**src/rtl/frame_read_client.sv**
```systemverilog
// frame_read_client: read-side client of BufferController. On frame_start it
// requests a readable buffer, latches the granted id, fetches the frame from
// SDRAM in fixed bursts, streams the words to the pixel FIFO and releases the
// buffer with finalize_rd.
// Ports:
//   clk, reset_n                  fb_clk domain clock, async active-low reset
//   frame_start                   display asks for the next frame
//   read_rq_rdy, finalize_rd      buffer request / release to BufferController
//   buffer_id_valid, buffer_id    grant strobe and granted index
//   mem_busy, mem_rd_req/addr     SDRAM burst request side
//   mem_rd_valid, mem_rd_data     SDRAM returned beats
//   fifo_afull                    pixel FIFO cannot take a full burst
//   pix_valid/data/sof/eof        pixel stream (no backpressure)
//   frame_done, frame_overrun,    status pulses
//   id_error
module frame_read_client #(
    parameter int FRAME_WORDS = 76800,
    parameter int BURST_LEN   = 32,
    parameter int BUF_STRIDE  = 131072,
    parameter int ADDR_W      = 21,
    parameter int DATA_W      = 16,
    // 3 = SVL_VERBOSE_INFO
    parameter int LOG_LEVEL   = 3
) (
    input  logic              clk,
    input  logic              reset_n,
    input  logic              frame_start,
    output logic              read_rq_rdy,
    output logic              finalize_rd,
    input  logic              buffer_id_valid,
    input  logic [1:0]        buffer_id,
    input  logic              mem_busy,
    output logic              mem_rd_req,
    output logic [ADDR_W-1:0] mem_rd_addr,
    input  logic              mem_rd_valid,
    input  logic [DATA_W-1:0] mem_rd_data,
    input  logic              fifo_afull,
    output logic              pix_valid,
    output logic [DATA_W-1:0] pix_data,
    output logic              pix_sof,
    output logic              pix_eof,
    output logic              frame_done,
    output logic              frame_overrun,
    output logic              id_error
);

    localparam int WC_W = $clog2(FRAME_WORDS + 1);
    localparam int BC_W = $clog2(BURST_LEN + 1);

    if ((FRAME_WORDS % BURST_LEN) != 0) begin : g_len_chk
        $error("FRAME_WORDS must be a multiple of BURST_LEN");
    end

    if (LOG_LEVEL < 0) begin : g_log_chk
        $error("LOG_LEVEL must be non-negative");
    end

    typedef enum logic [2:0] {
        IDLE,
        REQ,
        ISSUE,
        WAIT,
        FIN
    } state_t;

    state_t state;
    state_t next_state;

    logic [1:0]      id_q;
    logic [WC_W-1:0] word_cnt;
    logic [BC_W-1:0] beat_cnt;
    logic [WC_W-1:0] pix_idx;
    logic            beat_in;
    logic            last_beat;
    logic            frame_end;
    logic            grant;
    logic            can_issue;

    logic              read_rq_rdy_d;
    logic              finalize_rd_d;
    logic              mem_rd_req_d;
    logic [ADDR_W-1:0] mem_rd_addr_d;
    logic              pix_valid_d;
    logic [DATA_W-1:0] pix_data_d;
    logic              pix_sof_d;
    logic              pix_eof_d;
    logic              frame_overrun_d;
    logic              id_error_d;

    assign pix_idx   = word_cnt + WC_W'(beat_cnt);
    assign beat_in   = (state == WAIT) && mem_rd_valid;
    assign last_beat = beat_in && (beat_cnt == BC_W'(BURST_LEN - 1));
    assign frame_end = (word_cnt + WC_W'(BURST_LEN)) == WC_W'(FRAME_WORDS);
    assign grant     = (state == REQ) && buffer_id_valid;
    assign can_issue = !mem_busy && !fifo_afull;

    // State and registered outputs
    always_ff @(posedge clk or negedge reset_n) begin
        if (!reset_n) begin
            state         <= IDLE;
            read_rq_rdy   <= 1'b0;
            finalize_rd   <= 1'b0;
            mem_rd_req    <= 1'b0;
            mem_rd_addr   <= '0;
            pix_valid     <= 1'b0;
            pix_data      <= '0;
            pix_sof       <= 1'b0;
            pix_eof       <= 1'b0;
            frame_done    <= 1'b0;
            frame_overrun <= 1'b0;
            id_error      <= 1'b0;
        end else begin
            state         <= next_state;
            read_rq_rdy   <= read_rq_rdy_d;
            finalize_rd   <= finalize_rd_d;
            mem_rd_req    <= mem_rd_req_d;
            mem_rd_addr   <= mem_rd_addr_d;
            pix_valid     <= pix_valid_d;
            pix_data      <= pix_data_d;
            pix_sof       <= pix_sof_d;
            pix_eof       <= pix_eof_d;
            frame_done    <= finalize_rd_d;
            frame_overrun <= frame_overrun_d;
            id_error      <= id_error_d;
        end
    end

    always_comb begin
        next_state = state;
        unique case (state)
            IDLE: begin
                if (frame_start) next_state = REQ;
            end
            REQ: begin
                if (buffer_id_valid) begin
                    next_state = (buffer_id == 2'd3) ? IDLE : ISSUE;
                end
            end
            ISSUE: begin
                if (can_issue) next_state = WAIT;
            end
            WAIT: begin
                if (last_beat) next_state = frame_end ? FIN : ISSUE;
            end
            FIN: begin
                next_state = IDLE;
            end
            default: begin
                next_state = IDLE;
            end
        endcase
    end

    // Next values of the registered outputs
    always_comb begin
        read_rq_rdy_d   = (next_state == REQ);
        finalize_rd_d   = (state == WAIT) && (next_state == FIN);
        mem_rd_req_d    = (state == ISSUE) && can_issue;
        mem_rd_addr_d   = mem_rd_addr;
        pix_valid_d     = beat_in;
        pix_data_d      = pix_data;
        pix_sof_d       = beat_in && (pix_idx == '0);
        pix_eof_d       = beat_in && (pix_idx == WC_W'(FRAME_WORDS - 1));
        frame_overrun_d = frame_start && (state != IDLE);
        id_error_d      = grant && (buffer_id == 2'd3);
        if (mem_rd_req_d) begin
            mem_rd_addr_d = ADDR_W'(id_q) * ADDR_W'(BUF_STRIDE)
                          + ADDR_W'(word_cnt);
        end
        if (beat_in) begin
            pix_data_d = mem_rd_data;
        end
    end

    // Buffer id and frame/burst position
    always_ff @(posedge clk or negedge reset_n) begin
        if (!reset_n) begin
            id_q     <= '0;
            word_cnt <= '0;
            beat_cnt <= '0;
        end else if (grant) begin
            id_q     <= buffer_id;
            word_cnt <= '0;
            beat_cnt <= '0;
        end else if (last_beat) begin
            beat_cnt <= '0;
            word_cnt <= word_cnt + WC_W'(BURST_LEN);
        end else if (beat_in) begin
            beat_cnt <= beat_cnt + BC_W'(1);
        end
    end

endmodule

```
**config.mk**
```make
export PLATFORM = sky130hd
export DESIGN_NAME = frame_read_client
export DESIGN_NICKNAME = d
export VERILOG_FILES = /design/src/rtl/frame_read_client.sv
export SDC_FILE = /design/constraint.sdc
export NUM_CORES = 1
export LEC_CHECK = 0
export BUFFER_PORTS_ARGS = -buffer_cell sky130_fd_sc_hd__buf_2
export CORE_MARGIN = 1
export CORE_UTILIZATION = 42
export DETAILED_ROUTE_END_ITERATION = 8
export MAX_ROUTING_LAYER = met4
export PLACE_DENSITY = 0.73
export SLEW_MARGIN = 10
export SYNTH_ARGS = -nofsm -noshare
export SYNTH_HDL_FRONTEND = slang
export SYNTH_SLANG_ARGS = --single-unit
```
**constraint.sdc**
```tcl
create_clock -name clk -period 2.1 [get_ports clk]
set_clock_uncertainty 0.2 [all_clocks]
set_input_delay 0.105 -clock clk [delete_from_list [all_inputs] [get_ports clk]]
set_output_delay 0.105 -clock clk [all_outputs]
set_load 0.005 [all_outputs]
```
* Word-level counts from Yosys, hierarchy flattened
Cells that the tools add are included.
** Operators by class
- Add/sub/neg operators :: 4
- Equal/unequal tests :: 9
- Reductions and logical operators :: 17
- Mux-type cells :: 12
** Operator list (count)
- $eq 17x17->1 const B :: 2
- $mux 17 :: 2
- $add 19x17->20 :: 1
- $mux 6 :: 3
- $add 17x6->17 :: 1
- $add 17x6->17 const B :: 1
- $logic_not 17->1 :: 1
- $mux 3 :: 5
- $pmux 3 s4 :: 1
- $logic_and 1x1->1 :: 10
- $add 6x1->6 const B :: 1
- $eq 3x1->1 const B :: 2
- $eq 3x2->1 const B :: 2
- $eq 6x5->1 const B :: 1
- $reduce_bool 3->1 :: 2
- $eq 3x3->1 const B :: 1
- $logic_not 3->1 :: 1
- $eq 2x2->1 const B :: 1
- $logic_not 1->1 :: 2
- $mux 2 :: 1
- $reduce_bool 2->1 :: 1
** Storage, ports and cells
- Register bits :: 73
- Input port bits :: 25
- Output and inout bits :: 46

* Logic depth before layout (Yosys ltp)
- Depth after elaboration :: 7
- Mapped depth :: 8
- Depth with buffers taken out :: 7

* Worst setup path before layout
OpenSTA, ideal clock, no wires.
- Path type :: flip-flop to flip-flop
- Start point :: register word_cnt[5]
- End point :: register state[1]
- Stages on the path, launching flop included :: 8
- Required time :: 1.764 ns
- Setup slack :: 0.040 ns
- Buffers on the path :: 1
- Data arrival time :: 1.724 ns
- Period minus slack after synthesis :: 2.060 ns
- Path through :: dfrtp_1 > ha_1 > clkbuf_2 > a21bo_2 > a2111oi_0 > a31oi_1 > nor4_1 > a211oi_1
** Between the ends
- Cells in the longest elaborated chain, start to end :: 5
** Ends and longest elaborated chain
- start, declared :: line 70 : logic [WC_W-1:0] word_cnt;
- start signal, assigned :: line 187 : word_cnt <= word_cnt + WC_W'(BURST_LEN);
- $add 17x6->17 :: line 93 : assign frame_end = (word_cnt + WC_W'(BURST_LEN)) == WC_W'(FRAME_WORDS);
- $eq 17x17->1 :: line 93
- $mux 3 (2 in series) :: line 143 : if (last_beat) next_state = frame_end ? FIN : ISSUE;
- $pmux 3 s4 :: line 130 : unique case (state)
- named net next_state[1] :: line 67 : state_t next_state;
- end signal, assigned :: line 113 : state <= next_state;
- end, declared :: line 66 : state_t state;
The timed path passes the listed nets, and every way through them passes these cells.
A chain may end at the register's enable or synchronous reset.

* Worst setup path after layout
- Start point :: register word_cnt[6]
- End point :: register state[1]
The elaborated chain is that of the path after synthesis.

==> results.yml <==
layout:
  final_util: 0.563
  drive_gt1_frac: 0.311
  synthToLayoutAreaGrowth_pct: 29.9
  fillers: 644
  most-common-layout-cells: "72 x nand2_1, 63 x buf_2, 61 x dfrtp_1, 25 x buf_4, 21 x dlygate4sd3_1"
  final_cells: 527
  num_antenna_cells: 0
  layout_commonest_cell: "nand2_1"
  nets: 454
critical_path:
  max_stage_delay_ns: 0.42
  cp-end-kind: "register"
  worstSetupStartpointType: "register"
  cp.required_ns: 2.11
  cp.arrival_ns: 2.06
  critPathTopFamily: "compound AO/OA/AOI/OAI gates"
  cp_slowest_cell: "dfrtp_1"
  worstPathCellList: "buf_4 -> and3_1 -> and2_1 -> a211o_1 -> a2111oi_4 -> a211oi_1"
  setup.worst_path.class: "reg2reg"
  path_buf_inv: 1
  cp_max_fo: 4
yosys:
  synth_area_leader_cell: "dfrtp_1"
  synthArstFlopShare: 1.00
  synth_top_area_frac: 0.485
  syn_area_per_cell_um2: 9.77
  synthTopCellsByArea: "dfrtp_1 49%, nand2_1 8.6%, mux2_2 5.0%, xnor2_1 3.6%, buf_4 2.6%"
  synth_edf_count: 0
  ys_types: 53
  ys_ff_latch: 61
  yosys_warnings: 0
  synth_seq_area_share: 0.485
  syn_area_um2: 3150
  synth_cells: 322
  synthFlopType: "dfrtp_1"
die:
  num_rows: 31
  io_pins: 71
  core_um2: 7250
  initial_core_util: 0.434
  dieWidth_um: 88.5
  fp.dieArea_um2: 7840
  die_y_um: 88.5
place:
  gp_congestion: 0.883
  dp_hpwl_mm: 5.18
  portBuffers: 63
  dpl.cell_count: 490
clocking:
  cts_tree: "done"
  postCtsSetupBuffers: 0
  cts_num_sinks: 61
  h-tree-depth: 3
  clk_pin_slew_worst_paths_ns: 0.07
  numCtsBuffers: 9
  clockBufferDepth: 2
  insertion_delay_ns: 0.34
  cts_root_buffer: "clkbuf_8"
sta:
  min_period_ns: 2.04
  rsz0062_at_grt: "true"
  max_freq_ghz: 0.489
  maxSlewViolCount: 0
  setup_viol: 0
  fin_crit_sh: 0.973
  hold_viol_final: 0
run_status:
  outcome: "complete, no violations"
pwr:
  power_frac_comb: 0.231
  power_density_nw_per_um2: 788
  leakage_nw: 2.04
  p_sw_frac: 0.311
  fin_total_pwr_mw: 3.22
  pwr-share-seq: 0.475
  pwr-share-clk: 0.294
  internal-power_mw: 2.22
  p_switching_mw: 1.00
  irDropWorstVdd_mv: 0.502
route:
  wl_mm: 7.69
  vias: 2732
  drt_iter0_drc: 159
  wl_met2_mm: 3.74
  ant_nets: 0
  wl_met3_um: 377
  firstDrtPassIters: 4
  post_drt_wl_per_cell_um: 14.6
  highest_layer: "met4"
  via_per_inst: 5.18
  remaining_drc_errors: 0
  met1_length_mm: 3.47
global_routing:
  grt_max_degree: 62
  grt_pass1_wl_mm: 12.6
  first_global_vias: 2586
  antenna_found_initial: 0
  grtUsageTotal: 0.220
  overflow: 0
job:
  drv_cap: 0
min_path:
  hp-class: "in2reg"
==> flip-flops by register name (all words and copies together), names as in the netlist, 2 cells and up <==
name / flops
word_cnt: 12
pix_data: 16
beat_cnt: 6
state: 3
mem_rd_addr: 14
id_q: 2
==> area by class of cell <==
class / count / area (µm²) / area share
inverter: 7 / 26.3 / 0.00643
sequential: 61 / 1530 / 0.374
multi-input combinational: 233 / 1480 / 0.362
timing repair buffer: 111 / 753 / 0.184
clock buffer: 12 / 155 / 0.0380
tap: 99 / 124 / 0.0303
clock inverter: 4 / 22.5 / 0.00551
==> power by group through the flow <==
stage	sequential [mW]	combinational [mW]	clock (mW)
after floorplan	1.53	0.413	0
after global placement	1.53	0.686	0
after detailed placement	1.54	0.708	0
after CTS	1.53	0.741	0.969
after global routing	1.55	0.829	1.02
final	1.53	0.745	0.946
==> cells by family (layout without fill, tap and decap cells) <==
family	after synthesis	in the layout	synth area share
simple gates	145	145	0.241
mux	15	15	0.0533
fa+ha+maj	6	6	0.0239
other cells	1	8	0.00119
buf+inv	35	134	0.0605
compound gates	44	44	0.0931
xor+xnor	15	15	0.0418
flops	61	61	0.485
==> cells in the mapped netlist, types with 2 or more instances <==
| master | instances |
|---|---|
| clkbuf_2 | 2 |
| a31oi_1 | 4 |
| xor2_1 | 2 |
| dfrtp_1 | 61 |
| o2111ai_1 | 3 |
| ha_1 | 6 |
| a211oi_1 | 2 |
| and4b_1 | 3 |
| nand3_2 | 2 |
| nand2_1 | 72 |
| nand4_1 | 3 |
| o21ai_1 | 2 |
| mux2_2 | 14 |
| or3_1 | 2 |
| nor4_1 | 5 |
| and3_1 | 5 |
| and4_1 | 3 |
| a21oi_1 | 5 |
| o31ai_1 | 4 |
| o21ai_0 | 16 |
| nand3_1 | 8 |
| buf_4 | 11 |
| inv_1 | 6 |
| clkbuf_1 | 3 |
| nand3b_1 | 3 |
| and2_1 | 5 |
| nor2_1 | 14 |
| xnor2_1 | 13 |
| nor3_1 | 8 |
| buf_2 | 12 |
==> path summary, 6_finish.rpt <==
| kind | depth (start not counted) | slack (ns) | startpoint | end |
|---|---|---|---|---|
| worst max-delay path | 6 | 0.06 | word_cnt[6] | state[1] |
| worst min-delay path | 4 | 0.06 | mem_busy | mem_rd_req |
| worst max register to register | 6 | 0.06 | word_cnt[6] | state[1] |
| worst min register to register | 2 | 0.28 | pix_data[0] | pix_data[0] |
| max in group asynchronous | 3 | 1.33 | reset_n | word_cnt[11] |
| min in group asynchronous | 3 | 0.10 | reset_n | pix_eof |
==> metal layers <==
metal,up-vias,GRT usage
met5,-,-
met3,10,0.0522
met1,1330,0.279
met2,91,0.349
met4,0,0.0689
li1,1301,-
==> worst min-delay path, cell delays in order <==
cell and delay [ns]:
buf_2 0.08, nor4_1 0.04, and2_1 0.17, buf_12 0.16
==> stage by stage <==
stage	worst slack, ns	hold slack [ns]	setup TNS [ns]	cell area, µm²
2_1_floorplan	0.0400	-0.391	0	3170
3_3_place_gp	0.103	-0.0593	0	3670
3_5_place_dp	0.0254	-0.0585	0	3670
4_1_cts	0.0228	0.0487	0	4070
5_1_grt	-0.0359	0.0576	-0.0359	4090
6_report	0.0563	0.0555	0	4090
==> what timing repair did <==
| item | 4_1_cts | 5_1_grt |
|---|---|---|
| endpoints found under the setup margin | 1 | 3 |
| gates cloned | 0 | 0 |
| hold buffers | 21 | 0 |
| resized for setup | 1 | 4 |
| pin swaps | 0 | 2 |
| endpoints found under the hold margin | 83 | 0 |
Power figures use the tool's default switching activity.
